**src/rtl/pattern_programmer.sv**
```systemverilog
`default_nettype none
// ============================================================================
// Module      : pattern_programmer
// Description : Per-drum pattern edit buffers driven from front-panel controls
//               through a step cursor. A commit transfers the selected drum's
//               buffer to that drum's controller over a valid/ack handshake.
// Revision    : 1.0 - initial release
// ----------------------------------------------------------------------------
// Ports
//   clk            in   system clock, rising edge
//   rst            in   asynchronous active-high reset
//   en_i_n         in   active-low enable for user commands
//   drum_sel_i     in   [SEL_WIDTH]     selected drum index
//   cursor_inc_i   in   pulse: advance step cursor (wraps at PATTERN_WIDTH)
//   toggle_i       in   pulse: invert bit at cursor of selected drum
//   clear_i        in   pulse: zero selected drum's buffer (beats toggle)
//   commit_i       in   pulse: start load of selected drum's buffer
//   load_ack_i     in   acknowledge from target drum controller
//   load_valid_o   out  load request valid
//   load_sel_o     out  [DRUM_COUNT]    one-hot target, zero when idle
//   load_data_o    out  [PATTERN_WIDTH] pattern being loaded
//   edit_pattern_o out  [PATTERN_WIDTH] selected drum's buffer (display)
//   cursor_o       out  [COUNT_WIDTH]   current step cursor
//   busy_o         out  FSM not idle
//   done_o         out  one-cycle pulse on successful load
//   timeout_o      out  one-cycle pulse on aborted load
// Optional feature macro: PATTERN_LOAD_TIMEOUT_EN
//   When defined, a load with no ack for ACK_TIMEOUT cycles is aborted.
//   When undefined, a load waits indefinitely and timeout_o is tied 0.
// ============================================================================
module pattern_programmer #(
    parameter int PATTERN_WIDTH = 8,
    parameter int COUNT_WIDTH   = 4,
    parameter int DRUM_COUNT    = 5,
    parameter int SEL_WIDTH     = 3,
    parameter int ACK_TIMEOUT   = 15
) (
    input  logic                     clk,
    input  logic                     rst,
    input  logic                     en_i_n,
    input  logic [SEL_WIDTH-1:0]     drum_sel_i,
    input  logic                     cursor_inc_i,
    input  logic                     toggle_i,
    input  logic                     clear_i,
    input  logic                     commit_i,
    input  logic                     load_ack_i,
    output logic                     load_valid_o,
    output logic [DRUM_COUNT-1:0]    load_sel_o,
    output logic [PATTERN_WIDTH-1:0] load_data_o,
    output logic [PATTERN_WIDTH-1:0] edit_pattern_o,
    output logic [COUNT_WIDTH-1:0]   cursor_o,
    output logic                     busy_o,
    output logic                     done_o,
    output logic                     timeout_o
);

    typedef enum logic [0:0] {
        IDLE = 1'b0,
        LOAD = 1'b1
    } state_t;

    localparam logic [COUNT_WIDTH-1:0] c_CURSOR_LAST = COUNT_WIDTH'(PATTERN_WIDTH - 1);

    state_t                   r_state;
    state_t                   w_next_state;
    logic [PATTERN_WIDTH-1:0] r_buf [DRUM_COUNT];
    logic [COUNT_WIDTH-1:0]   r_cursor;
    logic [DRUM_COUNT-1:0]    r_sel;
    logic [PATTERN_WIDTH-1:0] r_data;
    logic                     r_done;
    logic                     r_timeout;

    logic                     w_sel_valid;
    logic [DRUM_COUNT-1:0]    w_sel_onehot;
    logic [PATTERN_WIDTH-1:0] w_sel_pattern;
    logic [PATTERN_WIDTH-1:0] w_toggle_mask;
    logic                     w_edit_ok;
    logic                     w_start;
    logic                     w_ack_done;
    logic                     w_expire;

    // Decode the select once; out-of-range selects give an all-zero one-hot
    // which both blanks the display and disables edits/commit.
    always_comb begin
        w_sel_onehot  = '0;
        w_sel_pattern = '0;
        for (int i = 0; i < DRUM_COUNT; i++) begin
            if (drum_sel_i == SEL_WIDTH'(i)) begin
                w_sel_onehot[i] = 1'b1;
                w_sel_pattern   = r_buf[i];
            end
        end
    end

    assign w_sel_valid   = |w_sel_onehot;
    assign w_edit_ok     = ~en_i_n & w_sel_valid;
    assign w_toggle_mask = PATTERN_WIDTH'(1) << r_cursor;

    // Cursor acts even with an invalid select, but not when disabled.
    always_ff @(posedge clk or posedge rst) begin
        if (rst) begin
            r_cursor <= '0;
        end else if (~en_i_n && cursor_inc_i) begin
            r_cursor <= (r_cursor == c_CURSOR_LAST) ? '0 : r_cursor + 1'b1;
        end
    end

    // Edit buffers. Toggle uses the pre-increment cursor since r_cursor is
    // only updated on this same edge.
    always_ff @(posedge clk or posedge rst) begin
        if (rst) begin
            for (int i = 0; i < DRUM_COUNT; i++) begin
                r_buf[i] <= '0;
            end
        end else if (w_edit_ok) begin
            for (int i = 0; i < DRUM_COUNT; i++) begin
                if (w_sel_onehot[i]) begin
                    if (clear_i) begin
                        r_buf[i] <= '0;
                    end else if (toggle_i) begin
                        r_buf[i] <= r_buf[i] ^ w_toggle_mask;
                    end
                end
            end
        end
    end

`ifdef PATTERN_LOAD_TIMEOUT_EN
    localparam int c_TO_W = $clog2(ACK_TIMEOUT + 1);
    localparam logic [c_TO_W-1:0] c_TO_LAST = c_TO_W'(ACK_TIMEOUT - 1);
    logic [c_TO_W-1:0] r_to_cnt;

    always_ff @(posedge clk or posedge rst) begin
        if (rst) begin
            r_to_cnt <= '0;
        end else if (w_start) begin
            r_to_cnt <= '0;
        end else if (r_state == LOAD) begin
            r_to_cnt <= r_to_cnt + 1'b1;
        end
    end
`endif

    always_ff @(posedge clk or posedge rst) begin
        if (rst) begin
            r_state <= IDLE;
        end else begin
            r_state <= w_next_state;
        end
    end

    // Commit is only accepted in IDLE; commits during LOAD are dropped.
    // Ack wins over expiry when both land on the same edge.
    always_comb begin
        w_next_state = r_state;
        w_start      = 1'b0;
        w_ack_done   = 1'b0;
        w_expire     = 1'b0;
        case (r_state)
            IDLE: begin
                if (w_edit_ok && commit_i) begin
                    w_next_state = LOAD;
                    w_start      = 1'b1;
                end
            end
            LOAD: begin
                if (load_ack_i) begin
                    w_next_state = IDLE;
                    w_ack_done   = 1'b1;
                end
`ifdef PATTERN_LOAD_TIMEOUT_EN
                else if (r_to_cnt == c_TO_LAST) begin
                    w_next_state = IDLE;
                    w_expire     = 1'b1;
                end
`endif
            end
            default: w_next_state = IDLE;
        endcase
    end

    // Load payload: snapshot is the pre-edit buffer value; data is held
    // after the transfer completes.
    always_ff @(posedge clk or posedge rst) begin
        if (rst) begin
            r_sel     <= '0;
            r_data    <= '0;
            r_done    <= 1'b0;
            r_timeout <= 1'b0;
        end else begin
            r_done    <= w_ack_done;
            r_timeout <= w_expire;
            if (w_start) begin
                r_sel  <= w_sel_onehot;
                r_data <= w_sel_pattern;
            end else if (w_ack_done || w_expire) begin
                r_sel  <= '0;
            end
        end
    end

    assign load_valid_o   = (r_state == LOAD);
    assign busy_o         = (r_state != IDLE);
    assign load_sel_o     = r_sel;
    assign load_data_o    = r_data;
    assign edit_pattern_o = w_sel_pattern;
    assign cursor_o       = r_cursor;
    assign done_o         = r_done;
    assign timeout_o      = r_timeout;

endmodule
`default_nettype wire

```
**config.mk**
```make
export PLATFORM = sky130hd
export DESIGN_NAME = pattern_programmer
export DESIGN_NICKNAME = d
export VERILOG_FILES = /design/src/rtl/pattern_programmer.sv
export SDC_FILE = /design/constraint.sdc
export NUM_CORES = 1
export LEC_CHECK = 0
export ABC_CLOCK_PERIOD_IN_PS = 2300
export BUFFER_PORTS_ARGS = -buffer_cell sky130_fd_sc_hd__buf_2
export CAP_MARGIN = 25
export CORE_ASPECT_RATIO = 1.1
export CORE_UTILIZATION = 60
export CTS_BUF_LIST = sky130_fd_sc_hd__clkbuf_4 sky130_fd_sc_hd__clkbuf_8
export CTS_CLUSTER_DIAMETER = 150
export DETAILED_ROUTE_END_ITERATION = 6
export HOLD_SLACK_MARGIN = 0.15
export PLACE_DENSITY_LB_ADDON = 0.08
export SYNTH_ARGS = -nofsm -noshare
export SYNTH_HDL_FRONTEND = slang
export SYNTH_SLANG_ARGS = --single-unit
```
**constraint.sdc**
```tcl
create_clock -name clk -period 2.3 [get_ports clk]
set_input_delay 0.46 -clock clk [delete_from_list [all_inputs] [get_ports clk]]
set_output_delay 0.46 -clock clk [all_outputs]
set_load 0.01 [all_outputs]
```
==> flow_summary.toml, run 1 <==
[setup_path]
critical-path-top-cell-by-count = "sky130_fd_sc_hd__buf_2"
crit_path_max_incr_delay_ns = 0.37
critPathSlowestCell = "sky130_fd_sc_hd__o32a_1"
critical_path_class = "primary input to primary output"
crit_arrival_ns = 1.75
required_ns = 1.84
crit_path_max_fanout = 12
cell_breakdown_of_the_critical_path = "buf_2 > nand2b_1 > o32a_1 > a2bb2oi_1 > buf_2"
critical_path_end_type = "primary output"
startpoint_type_of_the_worst_setup_path = "primary input"

[clock_tree]
insertion_delay_ns = 0.33
tritoncts = "done"
post-cts-setup-buffers = 0
cts_bufs_inserted = 9
postCtsHoldBufs = 0
cts_num_sinks = 59
cts_root_buf = "sky130_fd_sc_hd__clkbuf_8"
cts.reportedPaths.clkPinSlew_ns = 0.07
cts_resized = 0
clk_path_buf_depth = 2
htree_num_levels = 3

[yosys]
synthesis_warnings = 0
yosys.area.top_type = "sky130_fd_sc_hd__dfrtp_1"
synth.distinct_cells = 42
syn-instance-count = 313
seq_area_frac_synth_pct = 45.8
synth_area_per_cell_um2 = 10.3
yosys.area.top_type_share_pct = 45.8
synth-seq-cells = 59
syn_nets = 330
yosys-top-cells-area = "sky130_fd_sc_hd__dfrtp_1 (46%), sky130_fd_sc_hd__a31oi_1 (6.2%), sky130_fd_sc_hd__a221o_1 (5.3%)"
synthesis.area_um2 = 3220

[power]
power_switching_share_pct = 34.5
power.share.combinational_pct = 28.7
power_leakage_nw = 1.58
share_clk_of_total_power_pct = 27.4
vdd_drop_max_v = 0.000614
power-per-cell-area_nw_per_um2 = 868
totalPowerFinal_mw = 3.17
power.switching_mw = 1.09
cell_internal_pwr_mw = 2.08
share_of_total_power_in_sequential_cells_pct = 43.9

[detailed_routing]
firstDrtPassIters = 4
drt-initial-drc-count = 277
wl_per_cell_um = 17.7
drc = 0
routed-via-count = 2706
routed_wirelength_um = 7580
final_antenna_net_count = 0
vias_per_cell = 6.34

[placed_design]
placement.cell_area_um2 = 3470
gp_congestion = 0.809
detailed_place_hpwl_um = 5260
io_buffer_count = 38
dp_worst_setup_slack_ns = 0.109

[sta]
period_share_pct = 96.2
setup_repair_after_global_routing_missed_its_margin = "no"
hold_viol_final = 0
fin_skew_ns = 0.00941
finalSetupViolations = 0
headroom_to_the_max_slew_limit_pct = 64.1
final-max-slew-violation-count = 0
finalWorstSetupSlack_ns = 0.0880
finalWorstPathRequiredPeriod_ns = 2.21
timing_worst_slew_pin_value_ns = 0.534
fmax_mhz = 452
timing.setup.tns_ns = 0

[layout]
layout.cells.most_common = "sky130_fd_sc_hd__dfrtp_1"
final_layout_size_suffix_gt1_share_pct = 23.9
areaGrowthSynthToFinish_pct = 13.4
fin_area_um2 = 3650
most-common-layout-cells = "sky130_fd_sc_hd__dfrtp_1 (59), sky130_fd_sc_hd__buf_2 (38), sky130_fd_sc_hd__a31oi_1 (32), sky130_fd_sc_hd__nor4_1 (19)"
diodes = 0
final_nets = 367

[global_route]
gr-total-overflow = 0
global_route.usage.total_pct = 29.5
grt_pass1_vias = 2503
initial_antenna_violation_count = 0
grt.met1_usage_pct = 40.1
grt_first_pass_wirelength_um = 12500
grt.met2_usage_pct = 46.0
grt.met3_usage_pct = 4.19
grt_max_degree = 60
busiest_layer = "met2"

[job]
drv_cap = 0

[floorplan]
io_pins = 40
placement_rows = 27
fp.dieArea_um2 = 5670
floorplan.core_area_um2 = 5100
initial_core_util_pct = 63.2
die_y_um = 78.9
die_w_um = 71.9

[hold_path]
worstHoldPathType = "primary input to asynchronous set/reset pin"

[run_status]
run_status = "finished clean"
## cells by family (layout without fill, tap and decap cells)
family / Yosys count / in the layout / synth area share (%)
AO/OA/AOI/OAI: 95 / 95 / 21.6
adder cells (fa/ha/maj): 6 / 6 / 2.33
buffers and inverters: 39 / 81 / 5.67
flip-flops: 59 / 59 / 45.8
multiplexers: 17 / 17 / 5.63
other: 1 / 1 / 0.116
AND/OR/NAND/NOR: 96 / 96 / 18.8
## flip-flops by register name (all words and copies together), names as in the netlist
register	count
r_buf	40
load_data_o	8
load_sel_o	5
cursor_o	4
busy_o	1
done_o	1
## metrics by stage
stage,hold slack (ns),std cells,utilization [%]
floorplan,0.446,313,-
global placement,0.464,411,68.0
detailed placement,0.467,411,68.0
CTS,0.190,427,71.6
global route,0.211,427,71.6
finish,0.177,427,71.6
## cells in the mapped netlist (all sizes together)
library cell / n
dfrtp: 59
a31oi: 32
nor4: 21
a221o: 17
inv: 17
nor2b: 17
buf: 16
a21oi: 14
nand2: 11
nand2b: 11
nor2: 11
mux2: 9
a2bb2oi: 8
mux2i: 8
nand3: 8
o32a: 8
o21ai: 7
clkbuf: 6
ha: 6
o31ai: 5
or2: 5
nor3b: 3
a211o: 2
nand4: 2
nor3: 2
a21o: 1
and2: 1
and3b: 1
and4: 1
conb: 1
nand3b: 1
o41ai: 1
or4: 1
## worst paths after layout
kind	depth (start not counted)	slack, ns	to	start
min in group clk	2	0.32	busy_o$_DFF_PP0_	load_ack_i
setup reg to reg	6	0.53	r_buf[15]$_DFFE_PP0P_	cursor_o[0]$_DFFE_PP0P_
hold / removal	3	0.18	r_buf[24]$_DFFE_PP0P_	rst
max in group asynchronous	3	1.87	r_buf[3]$_DFFE_PP0P_	rst
hold reg to reg	1	0.48	r_buf[24]$_DFFE_PP0P_	r_buf[24]$_DFFE_PP0P_
setup / recovery	5	0.09	edit_pattern_o[2]	drum_sel_i[1]
## critical path: cells and delay by family
family	cells	cell delay [ns]
buffers and inverters	2	0.40
AOI/OAI and AO/OA	2	0.60
and+or+nand+nor	1	0.29
## layer usage
layer / up-vias / wire [µm]
met4: 0 / 272
met3: 21 / 285
met2: 82 / 3680
met5: - / 0
li1: 1274 / -
met1: 1329 / 3350
## power groups by stage
| stage | clock network, mW | logic, mW | registers [mW] |
|---|---|---|---|
| after global routing | 0.926 | 1.01 | 1.42 |
| after CTS | 0.883 | 0.914 | 1.39 |
| after detailed placement | 0 | 0.911 | 1.41 |
| after floorplan | 0 | 0.582 | 1.41 |
| after global placement | 0 | 0.878 | 1.40 |
| final | 0.869 | 0.912 | 1.39 |
## area by class of cell
type / count / area, µm²
clock inverters: 2 / 10.0
flip-flops and latches: 59 / 1480
clock buffers: 14 / 174
repair buffers: 48 / 278
fillers: 371 / 1450
inverters: 17 / 63.8
multi-input cells: 215 / 1560
well taps: 72 / 90.1
Power figures use the tool's default switching activity.
==> run 2: changes to the inputs <==
==> constraint.sdc (replaced) <==
create_clock -name clk -period 2.3 [get_ports clk]
set_input_delay 0.23 -clock clk [delete_from_list [all_inputs] [get_ports clk]]
set_output_delay 0.23 -clock clk [all_outputs]
set_load 0.01 [all_outputs]
==> run 2 against run 1 <==
Total power is essentially flat; wire length decreased by 0.44%; cell area fell by 0.89%; clock power grew 2.3%; critical path depth unchanged; sequential share of layout area grew 0.36 points; register-to-register slack hardly changed; via count shrank 1.1%; utilization down 0.64 points; setup slack improved by 0.30 ns; clock-buffer cell count is 5 lower; worst hold slack better by 0.11 ns.
==> flow_summary.toml, run 2 (synthesis results as in run 1) <==
[clock_tree]
cts_root_buf = "sky130_fd_sc_hd__clkbuf_8"
cts_resized = 0
cts.reportedPaths.clkPinSlew_ns = 0.07
post-cts-setup-buffers = 0
cts_num_sinks = 59
clk_path_buf_depth = 2
tritoncts = "done"
cts_bufs_inserted = 9
htree_num_levels = 3
postCtsHoldBufs = 2
insertion_delay_ns = 0.33

[layout]
diodes = 0
most-common-layout-cells = "sky130_fd_sc_hd__dfrtp_1 (59), sky130_fd_sc_hd__buf_2 (38), sky130_fd_sc_hd__a31oi_1 (32), sky130_fd_sc_hd__nor4_1 (19)"
layout.cells.most_common = "sky130_fd_sc_hd__dfrtp_1"
layout.area.seq_um2 = 1480
fin_cells = 423
final_nets = 364
layout.filler_cells = 384
largest_reg_flops = 40
areaGrowthSynthToFinish_pct = 12.4
top_register = "r_buf"
final_layout_size_suffix_gt1_share_pct = 22.5
multi_input_area_um2 = 1560

[placed_design]
dp_worst_setup_slack_ns = 0.407
placed_cells = 406
gp_congestion = 0.903
detailed_place_hpwl_um = 5150
io_buffer_count = 38

[hold_path]
worstHoldPathType = "primary input to flip-flop"

[setup_path]
critical_path_class = "primary input to primary output"
cp.buffers_inverters = 2
crit_path_max_fanout = 17
crit_arrival_ns = 1.68
crit_path_max_incr_delay_ns = 0.42
required_ns = 2.07
worst_path_dominant_cell_family = "compound AO/OA/AOI/OAI gates"
cell_breakdown_of_the_critical_path = "buf_2 > nand2b_1 > o32a_1 > a2bb2oi_1 > buf_2"
critical-path-top-cell-by-count = "sky130_fd_sc_hd__buf_2"
critical_path_end_type = "primary output"
critPathSlowestCell = "sky130_fd_sc_hd__nand2b_1"
startpoint_type_of_the_worst_setup_path = "primary input"
timing.reg2reg.setup_slack_ns = 0.53

[sta]
final-max-slew-violation-count = 0
finalWorstSetupSlack_ns = 0.391
hold_viol_final = 0
headroom_to_the_max_slew_limit_pct = 60.0
fmax_mhz = 524
period_share_pct = 83.0
fin_hold_ws_ns = 0.283
timing_worst_slew_pin_value_ns = 0.597
timing.setup.tns_ns = 0
setup_repair_after_global_routing_missed_its_margin = "no"
finalWorstPathRequiredPeriod_ns = 1.91
fin_skew_ns = 0.00843
finalSetupViolations = 0

[global_route]
grt_max_degree = 44
grt_pass1_vias = 2505
grt_first_pass_wirelength_um = 12400
global_route.usage.total_pct = 29.0
initial_antenna_violation_count = 0
gr-total-overflow = 0

[detailed_routing]
drc = 0
routed-via-count = 2675
dr.max_layer_used = "met4"
met3_routed_wirelength_um = 443
vias_per_cell = 6.32
detail_route.wirelength.met1_um = 3340
routed_wirelength_um = 7550
wl_per_cell_um = 17.8
final_antenna_net_count = 0
drt-initial-drc-count = 190
met2RoutedLength_um = 3580
firstDrtPassIters = 5

[floorplan]
die_y_um = 78.9
die_w_um = 71.9
io_pins = 40
fp.dieArea_um2 = 5670
initial_core_util_pct = 63.2
placement_rows = 27
floorplan.core_area_um2 = 5100

[job]
drv_cap = 0

[run_status]
run_status = "finished clean"

[power]
power_leakage_nw = 1.56
power-per-cell-area_nw_per_um2 = 876
totalPowerFinal_mw = 3.17
vdd_drop_max_v = 0.000517
-- run 2: cell count changes in the layout (fill, tap and decap cells not counted) --
cell,delta
sky130_fd_sc_hd__clkinvlp_4,+1
sky130_fd_sc_hd__clkbuf_4,-3
sky130_fd_sc_hd__clkinv_2,+2
sky130_fd_sc_hd__dlygate4sd3_1,+2
sky130_fd_sc_hd__bufinv_16,+1
sky130_fd_sc_hd__clkbuf_8,-2
sky130_fd_sc_hd__buf_12,-1
sky130_fd_sc_hd__buf_4,-4
-- run 2: metal layers --
| metal | vias to the layer above | track usage [%] |
|---|---|---|
| met1 | 1283 | 38.4 |
| met4 | 0 | 14.5 |
| li1 | 1268 | - |
| met3 | 14 | 4.57 |
| met5 | - | 0 |
| met2 | 110 | 46.1 |
-- run 2: final cells by class --
cell class              instances  area share [%]
clock buffers                   9            3.42
inverters                      17            1.76
multi-input cells             215            43.1
well taps                      72            2.49
clock inverters                 6            1.59
flip-flops and latches         59            40.8
repair buffers                 45            6.84
-- run 2: path summary, 6_finish.rpt --
check	depth (start not counted)	endpoint	from
hold reg to reg	1	r_buf[36]$_DFFE_PP0P_	r_buf[36]$_DFFE_PP0P_
min in group asynchronous	3	load_data_o[1]$_DFFE_PP0P_	rst
max in group asynchronous	4	cursor_o[2]$_DFFE_PP0P_	rst
hold / removal	2	load_sel_o[1]$_DFFE_PP0P_	drum_sel_i[1]
setup / recovery	5	edit_pattern_o[6]	drum_sel_i[0]
setup reg to reg	6	r_buf[15]$_DFFE_PP0P_	cursor_o[0]$_DFFE_PP0P_
-- run 2: through the flow --
step                      cell area (µm²)  utilization, %
final                                3620            71.0
after global routing                 3620            71.0
after CTS                            3620            71.0
after detailed placement             3420            67.1
after global placement               3420            67.1
after floorplan                      3220               -
-- run 2: power by group --
part / switching [mW] / internal, mW
logic: 0.533 / 0.354
registers: 0.170 / 1.23
clock network: 0.404 / 0.486
total: 1.11 / 2.07
==> run 3: changes to the inputs <==
--- a/config.mk
+++ b/config.mk
@@ -5,7 +5,7 @@
 export SDC_FILE = /design/constraint.sdc
 export NUM_CORES = 1
 export LEC_CHECK = 0
-export ABC_CLOCK_PERIOD_IN_PS = 2300
+export ABC_CLOCK_PERIOD_IN_PS = 1800
 export BUFFER_PORTS_ARGS = -buffer_cell sky130_fd_sc_hd__buf_2
 export CAP_MARGIN = 25
 export CORE_ASPECT_RATIO = 1.1
==> constraint.sdc (replaced) <==
create_clock -name clk -period 1.8 [get_ports clk]
set_input_delay 0.18 -clock clk [delete_from_list [all_inputs] [get_ports clk]]
set_output_delay 0.18 -clock clk [all_outputs]
set_load 0.01 [all_outputs]
==> run 3 against run 2 <==
Cell area up 3.5%; sequential power grew 28%; cell count grew 2.8%; global-route usage rose by 0.73 points; wire length is 2.5% higher; combinational power up 33%; sequential share of layout area decreased by 1.4 points; non-clock buffer count up 11; highest routed layer unchanged.
==> flow_summary.toml, run 3 (synthesis results as in run 1) <==
[layout]
final_layout_size_suffix_gt1_share_pct = 25.3
final_core_util_pct = 73.5
fin_area_um2 = 3750
top_register = "r_buf"
layout.filler_cells = 377
most-common-layout-cells = "sky130_fd_sc_hd__dfrtp_1 (59), sky130_fd_sc_hd__buf_2 (38), sky130_fd_sc_hd__a31oi_1 (32), sky130_fd_sc_hd__nor4_1 (19), sky130_fd_sc_hd__a221o_1 (17)"
areaGrowthSynthToFinish_pct = 16.4
largest_reg_flops = 40
final_nets = 375
layout.area.seq_um2 = 1480
layout.cells.most_common = "sky130_fd_sc_hd__dfrtp_1"
diodes = 0
multi_input_area_um2 = 1570

[setup_path]
crit_path_max_incr_delay_ns = 0.37
worstReg2RegEnd = "r_buf[27]$_DFFE_PP0P_"
critical_path_class = "flip-flop to primary output"
timing.reg2reg.setup_slack_ns = 0.13
critical_path_end_type = "primary output"
required_ns = 1.62
timing.rr.start = "cursor_o[0]$_DFFE_PP0P_"
worst_path_dominant_cell_family = "compound AO/OA/AOI/OAI gates"
cell_breakdown_of_the_critical_path = "inv_1 > o32a_1 > a2bb2oi_1 > buf_2"
reg2reg_depth = 6
crit_arrival_ns = 1.55
crit_path_max_fanout = 3
cp.buffers_inverters = 2
startpoint_type_of_the_worst_setup_path = "flip-flop"
path_depth = 4
critPathSlowestCell = "sky130_fd_sc_hd__dfrtp_1"

[clock_tree]
cts_bufs_inserted = 9
cts_num_sinks = 59
htree_num_levels = 3
cts.reportedPaths.clkPinSlew_ns = 0.06
clk_path_buf_depth = 2
tritoncts = "done"
cts_root_buf = "sky130_fd_sc_hd__clkbuf_8"
insertion_delay_ns = 0.34

[sta]
fin_skew_ns = 0.00307
period_share_pct = 95.9
finalWorstPathRequiredPeriod_ns = 1.73
finalSetupViolations = 0
final-max-slew-violation-count = 0
setup_repair_after_global_routing_missed_its_margin = "no"
fmax_mhz = 580
finalWorstSetupSlack_ns = 0.0744
timing.setup.tns_ns = 0
hold_viol_final = 0

[detailed_routing]
vias_per_cell = 6.32
final_antenna_net_count = 0
drc = 0
drt-initial-drc-count = 328
routed_wirelength_um = 7730
wl_per_cell_um = 17.8
firstDrtPassIters = 4
routed-via-count = 2749

[power]
power.share.combinational_pct = 28.4
vdd_drop_max_v = 0.000727
share_clk_of_total_power_pct = 28.6
totalPowerFinal_mw = 4.16
power_leakage_nw = 1.63
power.switching_mw = 1.42
cell_internal_pwr_mw = 2.74
power_switching_share_pct = 34.2
share_of_total_power_in_sequential_cells_pct = 43.0
power-per-cell-area_nw_per_um2 = 1110

[placed_design]
io_buffer_count = 38
placement.cell_area_um2 = 3530
dp_worst_setup_slack_ns = 0.173
gp_congestion = 0.884
detailed_place_hpwl_um = 5210

[global_route]
grt_pass1_vias = 2537
grt_first_pass_wirelength_um = 12600
gr-total-overflow = 0
global_route.usage.total_pct = 29.7
initial_antenna_violation_count = 0
grt_max_degree = 60

[floorplan]
initial_core_util_pct = 63.2
fp.dieArea_um2 = 5670
io_pins = 40
floorplan.core_area_um2 = 5100
placement_rows = 27
die_y_um = 78.9
die_w_um = 71.9

[hold_path]
holdCritStartpoint = "drum_sel_i[2]"
holdPathStages = 2
worstHoldEndpoint = "load_sel_o[1]$_DFFE_PP0P_"
worstHoldPathType = "primary input to flip-flop"

[job]
drv_cap = 0

[run_status]
run_status = "finished clean"
## run 3: cell count changes in the layout (fill, tap and decap cells not counted), sizes merged
cell      before  now
clkbuf         9   15
clkinvlp       1    0
buf           43   54
clkinv         4    1
bufinv         1    0
## run 3: worst max path at each step
stage | start | end | slack (ns)
after floorplan | rst | busy_o$_DFF_PP0_ | 0.16
after global placement | cursor_o[0]$_DFFE_PP0P_ | r_buf[31]$_DFFE_PP0P_ | 0.23
after detailed placement | cursor_o[0]$_DFFE_PP0P_ | r_buf[31]$_DFFE_PP0P_ | 0.17
after CTS | r_buf[16]$_DFFE_PP0P_ | edit_pattern_o[0] | 0.09
after global routing | r_buf[17]$_DFFE_PP0P_ | edit_pattern_o[1] | 0.01
final | r_buf[18]$_DFFE_PP0P_ | edit_pattern_o[2] | 0.07
## run 3: area by class of cell
type / count / share of cell area, %
inverters: 17 / 1.70
flip-flops and latches: 59 / 39.4
well taps: 72 / 2.40
repair buffers: 56 / 9.48
multi-input cells: 215 / 41.7
clock buffers: 15 / 5.17
clock inverters: 1 / 0.133
## run 3: worst register-to-register path: stages, from the launching register on
cell and delay (ns):
sky130_fd_sc_hd__dfrtp_1 0.45, sky130_fd_sc_hd__ha_1 0.25, sky130_fd_sc_hd__ha_1 0.19, sky130_fd_sc_hd__nor2b_1 0.29
sky130_fd_sc_hd__buf_4 0.18, sky130_fd_sc_hd__a21oi_1 0.06, sky130_fd_sc_hd__a31oi_1 0.17
## run 3: repair_timing
item,4_1_cts,5_1_grt
endpoints found under the hold margin,60,0
buffers inserted,0,0
setup endpoints to repair,0,2
hold buffers,2,0
gates resized for setup,0,1
## run 3: power groups by stage
stage | logic, mW | clock network (mW) | registers [mW]
4_1_cts | 1.18 | 1.20 | 1.78
3_5_place_dp | 1.17 | 0 | 1.80
6_report | 1.18 | 1.19 | 1.79
5_1_grt | 1.31 | 1.25 | 1.82
3_3_place_gp | 1.14 | 0 | 1.79
2_1_floorplan | 0.744 | 0 | 1.80
## run 3: through the flow
step | instances | hold slack, ns
5_1_grt | 435 | 0.218
4_1_cts | 435 | 0.186
6_report | 435 | 0.194
3_3_place_gp | 417 | 0.260
3_5_place_dp | 417 | 0.262
2_1_floorplan | 313 | 0.276
## run 3: per-layer routing
layer	part of all wire [%]	wire [µm]	global-route usage, %	vias to the layer above
met4	1.8	137	12.4	0
met3	5.1	391	6.60	10
met5	0	0	0	-
met2	48	3680	46.1	96
met1	46	3530	40.2	1355
li1	-	-	-	1288
